[src/rtl/wb_mips8_mailbox.sv]
// rtl/wb_mips8_mailbox.sv - Wishbone mailbox between the management SoC and the 8-bit MIPS core
// Host bytes flow down to the core through one FIFO; 16-bit core results flow up through another.
module wb_mips8_mailbox #(
    parameter logic [31:0] BASE_ADDR = 32'h3000_0000,
    parameter int          DEPTH     = 4
) (
    input  logic        wb_clk_i,
    input  logic        wb_rst_i,
    input  logic        wbs_cyc_i,
    input  logic        wbs_stb_i,
    input  logic        wbs_we_i,
    input  logic [3:0]  wbs_sel_i,
    input  logic [31:0] wbs_adr_i,
    input  logic [31:0] wbs_dat_i,
    output logic        wbs_ack_o,
    output logic [31:0] wbs_dat_o,
    output logic [7:0]  in_data_o,
    output logic        in_valid_o,
    input  logic        in_ready_i,
    input  logic [15:0] out_data_i,
    input  logic        out_valid_i,
    output logic        out_ready_o,
    output logic        irq_o
);
    localparam int         AW       = $clog2(DEPTH);
    localparam logic [3:0] FULL_CNT = 4'(DEPTH);

    logic [7:0]    down_mem [DEPTH];
    logic [15:0]   up_mem   [DEPTH];
    logic [AW-1:0] down_rd, down_wr, up_rd, up_wr;
    logic [3:0]    down_count, up_count;
    logic          ack, irq_en, ovf, unf, irq;
    logic [1:0]    reg_q;
    logic          we_q, sel_q;
    logic [7:0]    wdat_q;

    logic hit, req;
    logic down_empty, down_full, up_empty, up_full;
    logic tx_wr, rx_rd, ctrl_wr, flush, clr_err;
    logic down_push, down_pop, up_push, up_pop;
    logic unused_bits;

    assign hit = (wbs_adr_i[31:4] == BASE_ADDR[31:4]);
    assign req = wbs_cyc_i & wbs_stb_i & hit & ~ack;

    assign down_empty = (down_count == 4'd0);
    assign down_full  = (down_count == FULL_CNT);
    assign up_empty   = (up_count == 4'd0);
    assign up_full    = (up_count == FULL_CNT);

    // Side effects are taken from the request captured when it was accepted.
    assign tx_wr   = ack & we_q & (reg_q == 2'd0) & sel_q;
    assign rx_rd   = ack & ~we_q & (reg_q == 2'd1);
    assign ctrl_wr = ack & we_q & (reg_q == 2'd3) & sel_q;
    assign flush   = ctrl_wr & wdat_q[1];
    assign clr_err = ctrl_wr & wdat_q[2];

    // A pop on a full downstream FIFO frees the slot the same-cycle push lands in.
    assign down_pop  = ~down_empty & in_ready_i;
    assign down_push = tx_wr & (~down_full | down_pop);
    assign up_push   = out_valid_i & ~up_full;
    assign up_pop    = rx_rd & ~up_empty;

    assign wbs_ack_o   = ack;
    assign in_data_o   = down_mem[down_rd];
    assign in_valid_o  = ~down_empty;
    assign out_ready_o = ~up_full;
    assign irq_o       = irq;
    assign unused_bits = ^{wbs_sel_i[3:1], wbs_dat_i[31:8], wbs_adr_i[1:0]};

    always_ff @(posedge wb_clk_i or posedge wb_rst_i) begin
        if (wb_rst_i) begin
            ack    <= 1'b0;
            reg_q  <= 2'd0;
            we_q   <= 1'b0;
            sel_q  <= 1'b0;
            wdat_q <= 8'h00;
        end else begin
            ack <= req;
            if (req) begin
                reg_q  <= wbs_adr_i[3:2];
                we_q   <= wbs_we_i;
                sel_q  <= wbs_sel_i[0];
                wdat_q <= wbs_dat_i[7:0];
            end
        end
    end

    always_ff @(posedge wb_clk_i) begin
        if (down_push) down_mem[down_wr] <= wdat_q;
        if (up_push)   up_mem[up_wr]     <= out_data_i;
    end

    always_ff @(posedge wb_clk_i or posedge wb_rst_i) begin
        if (wb_rst_i) begin
            down_rd    <= '0;
            down_wr    <= '0;
            down_count <= 4'd0;
            up_rd      <= '0;
            up_wr      <= '0;
            up_count   <= 4'd0;
        end else if (flush) begin
            down_rd    <= '0;
            down_wr    <= '0;
            down_count <= 4'd0;
            up_rd      <= '0;
            up_wr      <= '0;
            up_count   <= 4'd0;
        end else begin
            if (down_push) down_wr <= down_wr + AW'(1);
            if (down_pop)  down_rd <= down_rd + AW'(1);
            if (up_push)   up_wr   <= up_wr + AW'(1);
            if (up_pop)    up_rd   <= up_rd + AW'(1);
            down_count <= down_count + {3'b000, down_push} - {3'b000, down_pop};
            up_count   <= up_count + {3'b000, up_push} - {3'b000, up_pop};
        end
    end

    always_ff @(posedge wb_clk_i or posedge wb_rst_i) begin
        if (wb_rst_i) begin
            irq_en <= 1'b0;
            ovf    <= 1'b0;
            unf    <= 1'b0;
            irq    <= 1'b0;
        end else begin
            irq <= irq_en & ~up_empty;
            if (ctrl_wr) irq_en <= wdat_q[0];
            if (clr_err) begin
                ovf <= 1'b0;
                unf <= 1'b0;
            end else begin
                if (tx_wr && down_full && !down_pop) ovf <= 1'b1;
                if (rx_rd && up_empty)               unf <= 1'b1;
            end
        end
    end

    always_comb begin
        wbs_dat_o = 32'h0;
        if (ack && !we_q) begin
            case (reg_q)
                2'd1: if (!up_empty) wbs_dat_o = {16'h0, up_mem[up_rd]};
                2'd2: wbs_dat_o = {16'h0, up_count, down_count, 2'b00, unf, ovf,
                                   up_full, up_empty, down_full, down_empty};
                2'd3: wbs_dat_o = {31'h0, irq_en};
                default: wbs_dat_o = 32'h0;
            endcase
        end
    end
endmodule
[config.mk]
export PLATFORM = sky130hd
export DESIGN_NAME = wb_mips8_mailbox
export DESIGN_NICKNAME = d
export VERILOG_FILES = /design/src/rtl/wb_mips8_mailbox.sv
export SDC_FILE = /design/constraint.sdc
export NUM_CORES = 1
export LEC_CHECK = 0
export BUFFER_PORTS_ARGS = -buffer_cell sky130_fd_sc_hd__buf_2
export CORE_ASPECT_RATIO = 0.5
export CORE_MARGIN = 2
export CORE_UTILIZATION = 45
export CTS_CLUSTER_SIZE = 10
export DETAILED_ROUTE_END_ITERATION = 12
export PLACE_DENSITY = 0.69
export SYNTH_ARGS = -nofsm -noshare
export SYNTH_HDL_FRONTEND = slang
export SYNTH_SLANG_ARGS = --single-unit
export TNS_END_PERCENT = 100
[constraint.sdc]
create_clock -name wb_clk_i -period 6.4 [get_ports wb_clk_i]
set_clock_uncertainty 0.15 [all_clocks]
set_input_delay 0 -clock wb_clk_i [delete_from_list [all_inputs] [get_ports wb_clk_i]]
set_output_delay 0 -clock wb_clk_i [all_outputs]
set_load 0.02 [all_outputs]
==> metrics.cfg <==
[worst_setup_path]
worstPathMaxFanout = 13
critPathMostFrequentCell = dlygate4sd3_1
max_stage_delay_ns = 0.81
cp_data_required_time_ns = 6.59
crit_path_start_kind = input port
critPathKind = in -> reg
end_kind = flip-flop
critPathArrivalTime_ns = 3.52
path_cells = dlygate4sd3_1 -> buf_2 -> nor4_1 -> dlygate4sd3_1 -> nand2_1 -> dlygate4sd3_1 -> nor4_4 -> dlygate4sd3_1
path_buf_inv = 5
crit_slowest_cell = nor4_4
cp_top_family = buffers and inverters

[pwr]
leakage_uw = 0.00296
intPower_uw = 1790
sequentialPowerShare = 0.460
sw_frac_of_total = 0.264
powerDensity_nw_per_um2 = 343
clkPwrFrac = 0.380
pwr-share-comb = 0.160
p_switching_uw = 641
peakVddDrop_uv = 190

[cells_and_area]
postLayoutCellArea_um2 = 7080
seqCellArea_um2 = 3710
drive_gt1_frac = 0.342
synthToLayoutAreaGrowth_pct = 26.3
fillCellCount = 937
insertedDiodeCount = 0
nets = 584
multi_input_area_um2 = 1720

[placement]
io_buffers = 89
place_ws_ns = 3.38
placed_area_um2 = 6160
globalplace.congestion = 0.753
dp_hpwl_um = 6790

[timing]
post-route-min-period_ns = 3.33
fin_setup_tns_ns = 0
grt_setup_unrepaired = no
setup_viol = 0
timing_hold_violations_final = 0
tightest_slew_ns = 0.945
period_share = 0.520
setup_ws_ns = 3.07
fmax_mhz = 301
slew_headroom = 0.366
slew_viol_final = 0

[cts]
cts_tree = done
cts_made_buffers = 17
worst_skew_pair.late_latency_ns = 0.41
cts_sinks = 129
htreeDepth = 4
ctsResizeCount = 0
cts_root_buffer = clkbuf_16
cts_buffer_depth = 2
path_clk_slew_ns = 0.05

[synth]
synth_flop_cell = edfxtp_1
syn_area_um2 = 5600
synthArstFlopShare = 0.256
ys_warn_count = 0
synth_cell_types = 38
seq_area_frac_synth = 0.662
synth_most_common_cell = edfxtp_1
yosysTopAreaCell = edfxtp_1
netlist_instances = 339
synth_seq_cells = 129
synth_edf_count = 96
ys_top_cells_by_count = edfxtp_1, dfrtp_1, mux4_2, ha_1, nor2_1
avgSynthCellArea_um2 = 16.5
yosys-top-cells-area = edfxtp_1, dfrtp_1, mux4_2
synth_top_area_frac = 0.515

[global_routing]
grt_max_degree = 34
track_usage = 0.170
antenna_found_initial = 0
grt_pass1_vias = 3262
grt_pass1_wl_um = 17200
grt-ovfl-total = 0

[detailed_routing]
route.detailed.drc = 0
vias = 3234
via_per_inst = 4.98
antenna_left = 0
dr.pass1.iters = 4
drt-total-wl_um = 10700
post_drt_wl_per_cell_um = 16.5
drt_iter0_markers = 193

[floorplanning]
num_rows = 28
core_um2 = 12000
initial_utilization = 0.468
dieArea_um2 = 13400
pin_count = 135
chipWidth_um = 162
die_h_um = 82.9

[job]
cap_violations = 0

[worst_hold_path]
worstHoldPathType = in -> reg

[outcome]
status = finished clean

worst min-delay path, cell delays in order:
cell	delay, ns
buf_2	0.08
nor4_1	0.03
nand2_1	0.10
nor4_4	0.11
mux2_2	0.23
state kept, by name, summed over array words and instances, names as in the netlist:
name	count
up_rd	2
we_q	1
down_wr	2
up_mem	64
down_mem	32
down_count	4
up_wr	2
ovf	1
wbs_ack_o	1
irq_en	1
wdat_q	8
reg_q	2
irq_o	1
down_rd	2
up_count	4
sel_q	1
unf	1
path summary, 6_finish.rpt:
kind / cells after the start / from / slack, ns / endpoint
worst max-delay path: 8 / wbs_adr_i[14] / 3.07 / wbs_ack_o$_DFF_PP0_
worst min register to register: 0 / wdat_q[4]$_DFFE_PP0P_ / 0.37 / down_mem[0][4]$_DFFE_PP_
min in group asynchronous: 4 / wb_rst_i / 0.07 / wdat_q[7]$_DFFE_PP0P_
worst min-delay path: 5 / wbs_adr_i[22] / 0.02 / wdat_q[4]$_DFFE_PP0P_
worst max register to register: 11 / up_count[2]$_DFF_PP0_ / 3.39 / up_count[3]$_DFF_PP0_
max in group asynchronous: 4 / wb_rst_i / 5.70 / wdat_q[5]$_DFFE_PP0P_
cells in the final DEF (no fill, tap or decap), types with 3 or more instances in the layout:
master and n:
nor4_1 5, mux2_2 13, inv_1 15, conb_1 16, clkbuf_16 17, edfxtp_1 96
mux4_2 24, dfrtp_1 33, nor2b_1 7, ha_1 19, nor2_1 19, and3_1 4
a22o_1 9, a22oi_1 4, clkinv_2 6, buf_2 89, clkinv_4 4, dlygate4sd3_1 35
nand2b_1 5, and2_1 7, a21oi_1 7, xnor2_1 7, buf_4 3, nand2_1 11
nor3_1 3
through the flow:
stage | utilization | hold slack (ns) | power [uW] | cells
global route | 0.591 | 0.0289 | 2550 | 650
global placement | 0.514 | -0.0218 | 1490 | 583
finish | 0.591 | 0.0235 | 2430 | 650
detailed placement | 0.514 | -0.0216 | 1510 | 583
floorplan | - | -0.0511 | 1400 | 354
CTS | 0.591 | 0.0112 | 2450 | 650
layout make-up:
| class | count | area share |
|---|---|---|
| sequential | 129 | 0.524 |
| inverter | 15 | 0.00796 |
| tap | 165 | 0.0292 |
| clock inverter | 14 | 0.0200 |
| timing repair buffer | 127 | 0.116 |
| multi-input combinational | 182 | 0.243 |
| clock buffer | 18 | 0.0606 |
routing by layer:
| layer | wire (um) | global-route usage | up-vias |
|---|---|---|---|
| li1 | - | - | 1519 |
| met1 | 4750 | 0.224 | 1601 |
| met2 | 5330 | 0.275 | 96 |
| met3 | 444 | 0.0380 | 18 |
| met4 | 184 | 0.0724 | 0 |
| met5 | 0 | 0 | - |
cells by family after synthesis:
family,after synthesis,share of synthesized area
compound gates,25,0.0353
xor+xnor,9,0.0141
fa+ha+maj,21,0.0496
buf+inv,43,0.0415
flops,129,0.662
mux,39,0.126
other cells,1,0.000669
simple gates,72,0.0706
power by group through the flow:
stage | clock (uW) | combinational [uW] | sequential [uW]
6_report | 923 | 388 | 1120
5_1_grt | 973 | 440 | 1130
4_1_cts | 938 | 395 | 1120
3_5_place_dp | 0 | 376 | 1130
3_3_place_gp | 0 | 365 | 1130
2_1_floorplan | 0 | 316 | 1080
timing repair:
item,CTS,global route
setup buffers,0,0
hold buffers,35,0
endpoints found under the hold margin,115,0
(Power assumes the default switching activity.)
